[config.mk]
export PLATFORM = sky130hd
export DESIGN_NAME = aes_block_loader
export DESIGN_NICKNAME = d
export VERILOG_FILES = /design/src/rtl/aes_block_loader.sv
export SDC_FILE = /design/constraint.sdc
export NUM_CORES = 1
export LEC_CHECK = 0
export CORE_ASPECT_RATIO = 1.25
export CORE_MARGIN = 3
export CORE_UTILIZATION = 65
export DETAILED_ROUTE_END_ITERATION = 10
export DONT_BUFFER_PORTS = 1
export GPL_ROUTABILITY_DRIVEN = 1
export GPL_TIMING_DRIVEN = 0
export PLACE_DENSITY = 0.89
export SLEW_MARGIN = 20
export SYNTH_ARGS = -nofsm -noshare
export SYNTH_HDL_FRONTEND = slang
export SYNTH_SLANG_ARGS = --single-unit
[constraint.sdc]
create_clock -name clk -period 2.7 [get_ports clk]
set_input_delay 0.27 -clock clk [delete_from_list [all_inputs] [get_ports clk]]
set_output_delay 0.27 -clock clk [all_outputs]
set_load 0.02 [all_outputs]
[src/rtl/aes_block_loader.sv]
// aes_block_loader: collects four stream words into one plaintext block.
// It latches the per-block key ROM address, then issues a one-cycle start
// to the AES top and waits for its done before taking the next block.
// It also keeps a wrapping count of completed blocks.
// Optional build macro AES_LOADER_TIMEOUT_EN adds a WAIT watchdog. When it
// expires without done, err pulses and the loader drops the request.
module aes_block_loader #(
  parameter int aes_len        = 128,
  parameter int word_width     = 32,
  parameter int addr_width     = 5,
  parameter int cnt_width      = 16,
  parameter int timeout_cycles = 1024
) (
  input  logic                  clk,
  input  logic                  nrst,
  input  logic [word_width-1:0] s_data,
  input  logic                  s_valid,
  output logic                  s_ready,
  input  logic [addr_width-1:0] key_sel,
  input  logic                  flush,
  output logic [aes_len-1:0]    plaintext,
  output logic [addr_width-1:0] key_addr,
  output logic                  start,
  input  logic                  done,
  output logic                  busy,
  output logic [cnt_width-1:0]  block_count,
  output logic                  err
);

  localparam int NUM_WORDS = 4;

  typedef enum logic [1:0] {
    ST_COLLECT = 2'd0,
    ST_ISSUE   = 2'd1,
    ST_WAIT    = 2'd2
  } state_e;

  state_e                state_q;
  logic [1:0]            word_cnt_q;
  logic [1:0]            word_cnt_d;
  logic [aes_len-1:0]    plaintext_q;
  logic [addr_width-1:0] key_addr_q;
  logic                  start_q;
  logic                  busy_q;
  logic                  s_ready_q;
  logic [cnt_width-1:0]  block_count_q;
  logic [cnt_width-1:0]  block_count_d;

  // s_ready_q is only high in COLLECT, so accept implies COLLECT.
  // A flush in the same cycle discards the word.
  logic                  xfer;
  logic                  accept;
  logic                  last_word;
  logic [NUM_WORDS-1:0]  lane_we;

  assign xfer          = s_valid && s_ready_q;
  assign accept        = xfer && !flush;
  assign last_word     = (word_cnt_q == 2'd3);
  assign word_cnt_d    = word_cnt_q + 2'd1;
  assign block_count_d = block_count_q + cnt_width'(1);

  // Lane gi holds word number (3 - gi), so the first word lands in the top lane.
  for (genvar gi = 0; gi < NUM_WORDS; gi++) begin : g_lane_we
    assign lane_we[gi] = accept && (word_cnt_q == 2'(NUM_WORDS - 1 - gi));
  end

`ifdef AES_LOADER_TIMEOUT_EN
  localparam int WD_W = (timeout_cycles > 1) ? $clog2(timeout_cycles) : 1;
  localparam logic [WD_W-1:0] WD_LAST = WD_W'(timeout_cycles - 1);

  logic [WD_W-1:0] wd_q;
  logic [WD_W-1:0] wd_d;
  logic            err_q;

  assign wd_d = wd_q + WD_W'(1);
  assign err  = err_q;
`else
  // Without the watchdog the timeout parameter has no consumer.
  logic [31:0] unused_cfg;
  assign unused_cfg = 32'(timeout_cycles);
  assign err        = 1'b0;
`endif

  // Plaintext lanes load only in COLLECT, so the block is frozen through ISSUE and WAIT.
  always_ff @(posedge clk or negedge nrst) begin
    if (!nrst) begin
      plaintext_q <= '0;
    end else begin
      for (int i = 0; i < NUM_WORDS; i++) begin
        if (lane_we[i]) begin
          plaintext_q[i*word_width +: word_width] <= s_data;
        end
      end
    end
  end

  // Control FSM: COLLECT -> ISSUE (start pulse) -> WAIT (until done) -> COLLECT.
  always_ff @(posedge clk or negedge nrst) begin
    if (!nrst) begin
      state_q       <= ST_COLLECT;
      word_cnt_q    <= 2'd0;
      key_addr_q    <= '0;
      start_q       <= 1'b0;
      busy_q        <= 1'b0;
      s_ready_q     <= 1'b1;
      block_count_q <= '0;
`ifdef AES_LOADER_TIMEOUT_EN
      wd_q          <= '0;
      err_q         <= 1'b0;
`endif
    end else begin
      start_q <= 1'b0;
`ifdef AES_LOADER_TIMEOUT_EN
      err_q   <= 1'b0;
`endif
      case (state_q)
        ST_COLLECT: begin
          if (flush) begin
            word_cnt_q <= 2'd0;
          end else if (xfer) begin
            word_cnt_q <= word_cnt_d;
            if (word_cnt_q == 2'd0) begin
              key_addr_q <= key_sel;
            end
            if (last_word) begin
              state_q   <= ST_ISSUE;
              start_q   <= 1'b1;
              busy_q    <= 1'b1;
              s_ready_q <= 1'b0;
            end
          end
        end

        ST_ISSUE: begin
          state_q <= ST_WAIT;
`ifdef AES_LOADER_TIMEOUT_EN
          wd_q    <= '0;
`endif
        end

        ST_WAIT: begin
          if (done) begin
            block_count_q <= block_count_d;
            state_q       <= ST_COLLECT;
            busy_q        <= 1'b0;
            s_ready_q     <= 1'b1;
          end
`ifdef AES_LOADER_TIMEOUT_EN
          else if (wd_q == WD_LAST) begin
            err_q     <= 1'b1;
            state_q   <= ST_COLLECT;
            busy_q    <= 1'b0;
            s_ready_q <= 1'b1;
          end else begin
            wd_q <= wd_d;
          end
`endif
        end

        default: begin
          state_q    <= ST_COLLECT;
          word_cnt_q <= 2'd0;
          busy_q     <= 1'b0;
          s_ready_q  <= 1'b1;
        end
      endcase
    end
  end

  assign s_ready     = s_ready_q;
  assign plaintext   = plaintext_q;
  assign key_addr    = key_addr_q;
  assign start       = start_q;
  assign busy        = busy_q;
  assign block_count = block_count_q;

endmodule

==> out/metrics.csv, run 1 <==
metric;value;unit
crit_type;reg -> reg;
min_path_type;in -> async;
nets;498;
final.setup_skew;0.0112;ns
yosys_most_used_dff;dfrtp_1;
peakVddDrop;0.897;mV
hold_buffers;36;
syn_area;6190;sq um
drt_wl_total;14.3;mm
htreeDepth;4;
fp.dieArea;10700;sq um
worstSetupPathDepth;5;
drv_cap;0;
antenna_found_initial;0;
drc;0;
postCtsResizedCells;0;
ys_seq_area_share;63.0;%
multi_input_area;2150;sq um
grt_pass1_vias;3963;
postSynthCellCount;390;
drv_slew;0;
holdWs;-0.451;ns
ys_top_cells_by_area;dfrtp_1 63%, mux2_2 18%, mux2_4 7.0%, ha_1 1.8%, xnor2_1 1.4%;
grt_max_degree;157;
rrSetupSlack;0.83;ns
fmax;535;MHz
coreArea;9220;sq um
grt_first_pass_wirelength;22.0;mm
place_congestion;0.782;
syn-num-nets;441;
syn_area_per_cell;15.9;sq um
synth-adder-area-share;1.82;%
path_clk_slew;0.06;ns
synth_cell_types;32;
seq_area;3910;sq um
die_h;115;um
fin_tns_setup;0;ns
critPathLaunchType;register;
synth_edf_count;0;
critPathTopFamily;flip-flops;
initial_utilization;67.2;%
path_cells;nand2_1 -> nor2_2 -> nand2_1 -> buf_2 -> mux2_2;
grt_usage;27.3;%
hpwl;8.83;mm
report.final.setup_viol;0;
synth_top_family_by_area;multiplexers;
cpMostUsedCell;nand2_1;
hold_viol;156;
clock_tree.root_cell;clkbuf_16;
synth_compound_area_share;1.17;%
crit_start;s_ready$_DFFE_PN1P_;
status;complete, but fails checks;
io_pins;195;
yosysTopAreaCellShare;62.6;%
via_per_inst;5.96;
synthMuxAreaShare;26.5;%
violations;hold timing;
postCtsSetupRepairBufs;0;
max_stage_delay;0.61;ns
clockBufferDepth;2;
cp-end-kind;register;
crit_path_top_delay_cell;dfstp_2;
area_growth;18.5;%
rsz0062_at_grt;no;
cp_max_fo;10;
cts.sink_count;156;
synthArstFlopShare;100;%
wl_per_cell;24.6;um
cp.arrival;2.16;ns
worst_r2r_endpoint;plaintext[104]$_DFFE_PN0P_;
numCtsBuffers;17;
setup_slack;0.832;ns
ys_top_cells_by_count;155 x dfrtp_1, 100 x mux2_2, 29 x mux2_4;
drtAntennaViolNets;0;
via_count;3473;
cts_tree;built;
ys_seq_elements;156;
power-per-cell-area;1270;nW/um^2
period_minus_slack;1.87;ns
fillers;466;
insertion_delay;0.42;ns
overflow;0;
r2r-start;s_ready$_DFFE_PN1P_;
crit_path_end;plaintext[104]$_DFFE_PN0P_;
die_x;93.3;um
ys_warn_count;0;
yosys.cell_count.top_type;dfrtp_1;
pre_cts_ws;0.855;ns
drive_gt1_share;38.9;%
worstPathRequired;2.99;ns
p_leak;0.00355;uW
postLayoutCoreUtil;79.6;%
worstRegToRegCells;5;
finalCritPeriodShare;69.2;%
drtIter0Drc;122;
synth_top_cell_by_area;dfrtp_1;
n_antenna_cell;0;
io_buffers;0;
firstDrtPassIters;4;
yosys.area_share.xor_xnor;2.12;%
path_buf_inv;1;
core.rowCount;39;
synthSimpleGateAreaFrac;3.15;%
-- state kept, by name, indices dropped and copies added, names as in the netlist --
name / cells
busy: 1
state_q: 2
plaintext: 128
block_count: 16
start: 1
word_cnt_q: 2
key_addr: 5
s_ready: 1
-- placed cells by master (no fill, tap or decap), types with 2 or more instances in the layout --
| cell type | Yosys | final |
|---|---|---|
| dfrtp_1 | 155 | 155 |
| mux2_2 | 100 | 100 |
| dlygate4sd3_1 | 0 | 38 |
| mux2_4 | 29 | 29 |
| clkbuf_16 | 0 | 17 |
| inv_1 | 10 | 10 |
| nand2_1 | 10 | 10 |
| xnor2_1 | 10 | 10 |
| buf_2 | 9 | 9 |
| ha_1 | 9 | 9 |
| nand3_1 | 8 | 8 |
| nor2_1 | 6 | 6 |
| mux2_1 | 6 | 6 |
| xor2_1 | 5 | 5 |
| buf_6 | 4 | 4 |
| nor3_1 | 4 | 4 |
| o21ai_0 | 3 | 3 |
| a21oi_1 | 3 | 3 |
| clkinvlp_4 | 0 | 3 |
| bufinv_16 | 0 | 3 |
| inv_6 | 0 | 3 |
| and3_1 | 2 | 2 |
| nor4_2 | 2 | 2 |
| nand4_1 | 2 | 2 |
| inv_8 | 0 | 2 |
| clkinv_4 | 0 | 2 |
-- worst register-to-register path, cell delays in order (launching register included) --
cell and delay, ns:
dfstp_2 0.61, nand2_1 0.14, nor2_2 0.17, nand2_1 0.21, buf_2 0.29, mux2_2 0.33
-- worst min-delay path by stage --
stage	to	cells past startpoint	slack (ns)	start
floorplan	block_count[0]$_DFFE_PN0P_	0	-0.03	nrst
global placement	block_count[14]$_DFFE_PN0P_	0	-0.02	nrst
detailed placement	block_count[14]$_DFFE_PN0P_	0	-0.02	nrst
CTS	plaintext[36]$_DFFE_PN0P_	0	-0.46	nrst
global route	block_count[14]$_DFFE_PN0P_	0	-0.47	nrst
finish	block_count[14]$_DFFE_PN0P_	0	-0.45	nrst
-- report_power, final --
part,total [uW],switching (uW),internal [uW],leakage [uW]
Clock,2460,979,1480,0.000291
Combinational,1550,576,973,0.00126
Sequential,5320,2010,3310,0.00200
Total,9320,3560,5760,0.00355
-- final cells by class --
type	count	share of cell area, %
inverters	10	0.511
clock buffers	18	5.85
repair buffers	38	5.18
clock inverters	14	2.51
plain buffers	14	1.33
multi-input cells	210	29.3
flip-flops and latches	156	53.2
well taps	123	2.10
-- routing by layer --
metal	GRT usage, %	vias up	part of all wire [%]
met5	0	-	0
met4	12.5	0	2.3
met3	11.8	37	10
met2	46.1	169	51
met1	29.8	1799	36
li1	-	1468	-
-- stage by stage --
step           power (uW)  hold WS [ns]  instance area (sq um)  cells
4_1_cts              9350        -0.464                   7320    581
6_report             9320        -0.451                   7340    583
5_1_grt              9700        -0.469                   7340    583
2_1_floorplan        6260       -0.0256                   6190    390
3_5_place_dp         6770       -0.0225                   6350    513
3_3_place_gp         6600       -0.0227                   6350    513
-- cells by family after synthesis --
kind of cell,count (synthesis)
XOR/XNOR,15
AND/OR/NAND/NOR,38
flip-flops,156
multiplexers,136
other,1
adder cells (fa/ha/maj),9
AO/OA/AOI/OAI,11
buffers and inverters,24
Power figures use the tool's default switching activity.
==> run 2: changes to the inputs <==
Settings changed: CORE_UTILIZATION 65 to 63, PLACE_DENSITY 0.89 to 0.87.
Clock period 2.7 ns to 1.8 ns, I/O delays scaled along.
==> run 2 against run 1 <==
  * The flow still finishes with violations (hold timing)
  * Fmax grew 8.0%
  * Non-clock buffer count grew 2
  * Worst hold slack lost 0.090 ns
  * Largest cell class unchanged
  * Via count shrank 2.0%
  * Sequential share of layout area shrank 0.72 points
  * Cell area grew 1.4%
  * Die area grew 3.0%
  * Critical path type unchanged
  * Sequential power grew 49%
  * Worst setup slack lost 0.76 ns
  * Clock power grew 54%
  * Combinational power grew 50%
==> out/metrics.csv, run 2 (synthesized netlist as in run 1, its figures left out) <==
metric;value;unit
status;complete, but fails checks;
violations;hold timing;
drt_wl_total;13.3;mm
place_congestion;0.791;
dr.max_layer_used;met4;
critPathLaunchType;register;
core.rowCount;39;
drc;0;
die_x;94.7;um
min_path_type;in -> async;
power-per-cell-area;1890;nW/um^2
grt_usage;24.4;%
path_clk_slew;0.06;ns
fp.dieArea;11100;sq um
drive_gt1_share;40.5;%
rrSetupSlack;0.07;ns
worst_r2r_endpoint;block_count[13]$_DFFE_PN0P_;
crit_type;reg -> reg;
wl_per_cell;22.7;um
overflow;0;
hpwl;8.70;mm
finalCritPeriodShare;96.1;%
htreeDepth;4;
clockBufferDepth;2;
met2_length;7.03;mm
peakVddDrop;1.21;mV
grt_first_pass_wirelength;20.0;mm
numCtsBuffers;17;
route.met3.wl;1.28;mm
holdWs;-0.540;ns
finish.instance_area;7440;sq um
firstDrtPassIters;4;
period_minus_slack;1.73;ns
dp_cells;513;
n_antenna_cell;0;
via_per_inst;5.82;
grt_pass1_vias;3741;
pre_cts_ws;-0.0688;ns
worstRegToRegCells;6;
cp-end-kind;register;
initial_utilization;66.1;%
worstPathRequired;2.09;ns
via_count;3405;
drv_slew;0;
cp_max_fo;4;
largest_reg_flops;128;
final_cell_mix;155 x dfrtp_1, 100 x mux2_2, 39 x dlygate4sd3_1, 29 x mux2_4, 17 x clkbuf_16;
hold_buffers;39;
setup_slack;0.0702;ns
drtAntennaViolNets;0;
fmax;578;MHz
fin_cells;585;
die_h;117;um
io_pins;195;
cp.arrival;2.02;ns
r2r-start;state_q[0]$_DFFE_PN0P_;
crit_path_end;block_count[13]$_DFFE_PN0P_;
p_leak;0.00362;uW
layout_commonest_cell;dfrtp_1;
placed_area;6350;sq um
fin_tns_setup;0;ns
crit_start;state_q[0]$_DFFE_PN0P_;
cts_tree;built;
area_growth;20.2;%
nets;500;
drv_cap;0;
drt-met1-wl;4.63;mm
final.setup_skew;0.0102;ns
clock_tree.root_cell;clkbuf_16;
coreArea;9370;sq um
antenna_found_initial;0;
drtIter0Drc;87;
insertion_delay;0.42;ns
cts.sink_count;156;
grt_max_degree;157;
report.final.setup_viol;0;
hold_viol;156;
io_buffers;0;
[run 2: cell count changes in the layout (fill, tap and decap cells not counted), moves of 3 or more]
| cell | delta |
|---|---|
| buf_2 | -5 |
| buf_4 | +5 |
| nand2_1 | -3 |
| nand2_2 | +3 |
[run 2: cell type report]
type                    count  area, sq um
plain buffers              14          110
clock buffers              19          453
clock inverters            13          189
fillers                   515         1930
inverters                  10         37.5
multi-input cells         210         2200
flip-flops and latches    156         3910
well taps                 123          154
repair buffers             40          398
[run 2: stage by stage]
stage | utilization (%) | hold WS, ns | total power [uW]
after floorplan | - | -0.116 | 9390
after global placement | 67.8 | -0.112 | 9920
after detailed placement | 67.8 | -0.112 | 10100
after CTS | 79.0 | -0.557 | 14100
after global routing | 79.4 | -0.562 | 14600
final | 79.4 | -0.540 | 14100
[run 2: what timing repair did]
| action | 4_1_cts | 5_1_grt |
|---|---|---|
| buffers inserted | 0 | 1 |
| endpoints found under the setup margin | 34 | 91 |
| resized for setup | 6 | 9 |
| pin swaps | 0 | 2 |
| endpoints found under the hold margin | 292 | 156 |
[run 2: where the power goes]
| part | internal (uW) | switching [uW] |
|---|---|---|
| registers | 4970 | 2970 |
| logic | 1480 | 842 |
| clock network | 2400 | 1390 |
[run 2: critical path: stages (launching register included)]
cell	delay [ns]
dfrtp_1	0.38
inv_1	0.13
ha_2	0.25
nand4_1	0.25
nor4_4	0.29
nand3_1	0.15
xnor2_1	0.16
[run 2: per-layer routing]
layer  vias up  global-route usage, %
met5         -                      0
met4         0                   11.7
met1      1726                   25.5
li1       1477                      -
met2       171                   42.4
met3        31                   10.0
[run 2: worst min-delay path by stage]
stage / from / endpoint / slack (ns) / cells past startpoint
final: nrst / block_count[14]$_DFFE_PN0P_ / -0.54 / 0
after global routing: nrst / block_count[13]$_DFFE_PN0P_ / -0.56 / 0
after CTS: nrst / block_count[6]$_DFFE_PN0P_ / -0.56 / 0
after detailed placement: nrst / block_count[14]$_DFFE_PN0P_ / -0.11 / 0
after global placement: nrst / block_count[15]$_DFFE_PN0P_ / -0.11 / 0
after floorplan: nrst / block_count[0]$_DFFE_PN0P_ / -0.12 / 0
==> run 3: changes to the inputs <==
Settings changed: CTS_CLUSTER_DIAMETER set to 200.
==> results of run 3 <==
No change in the layout: final DEF, timing and power equal those of run 2.
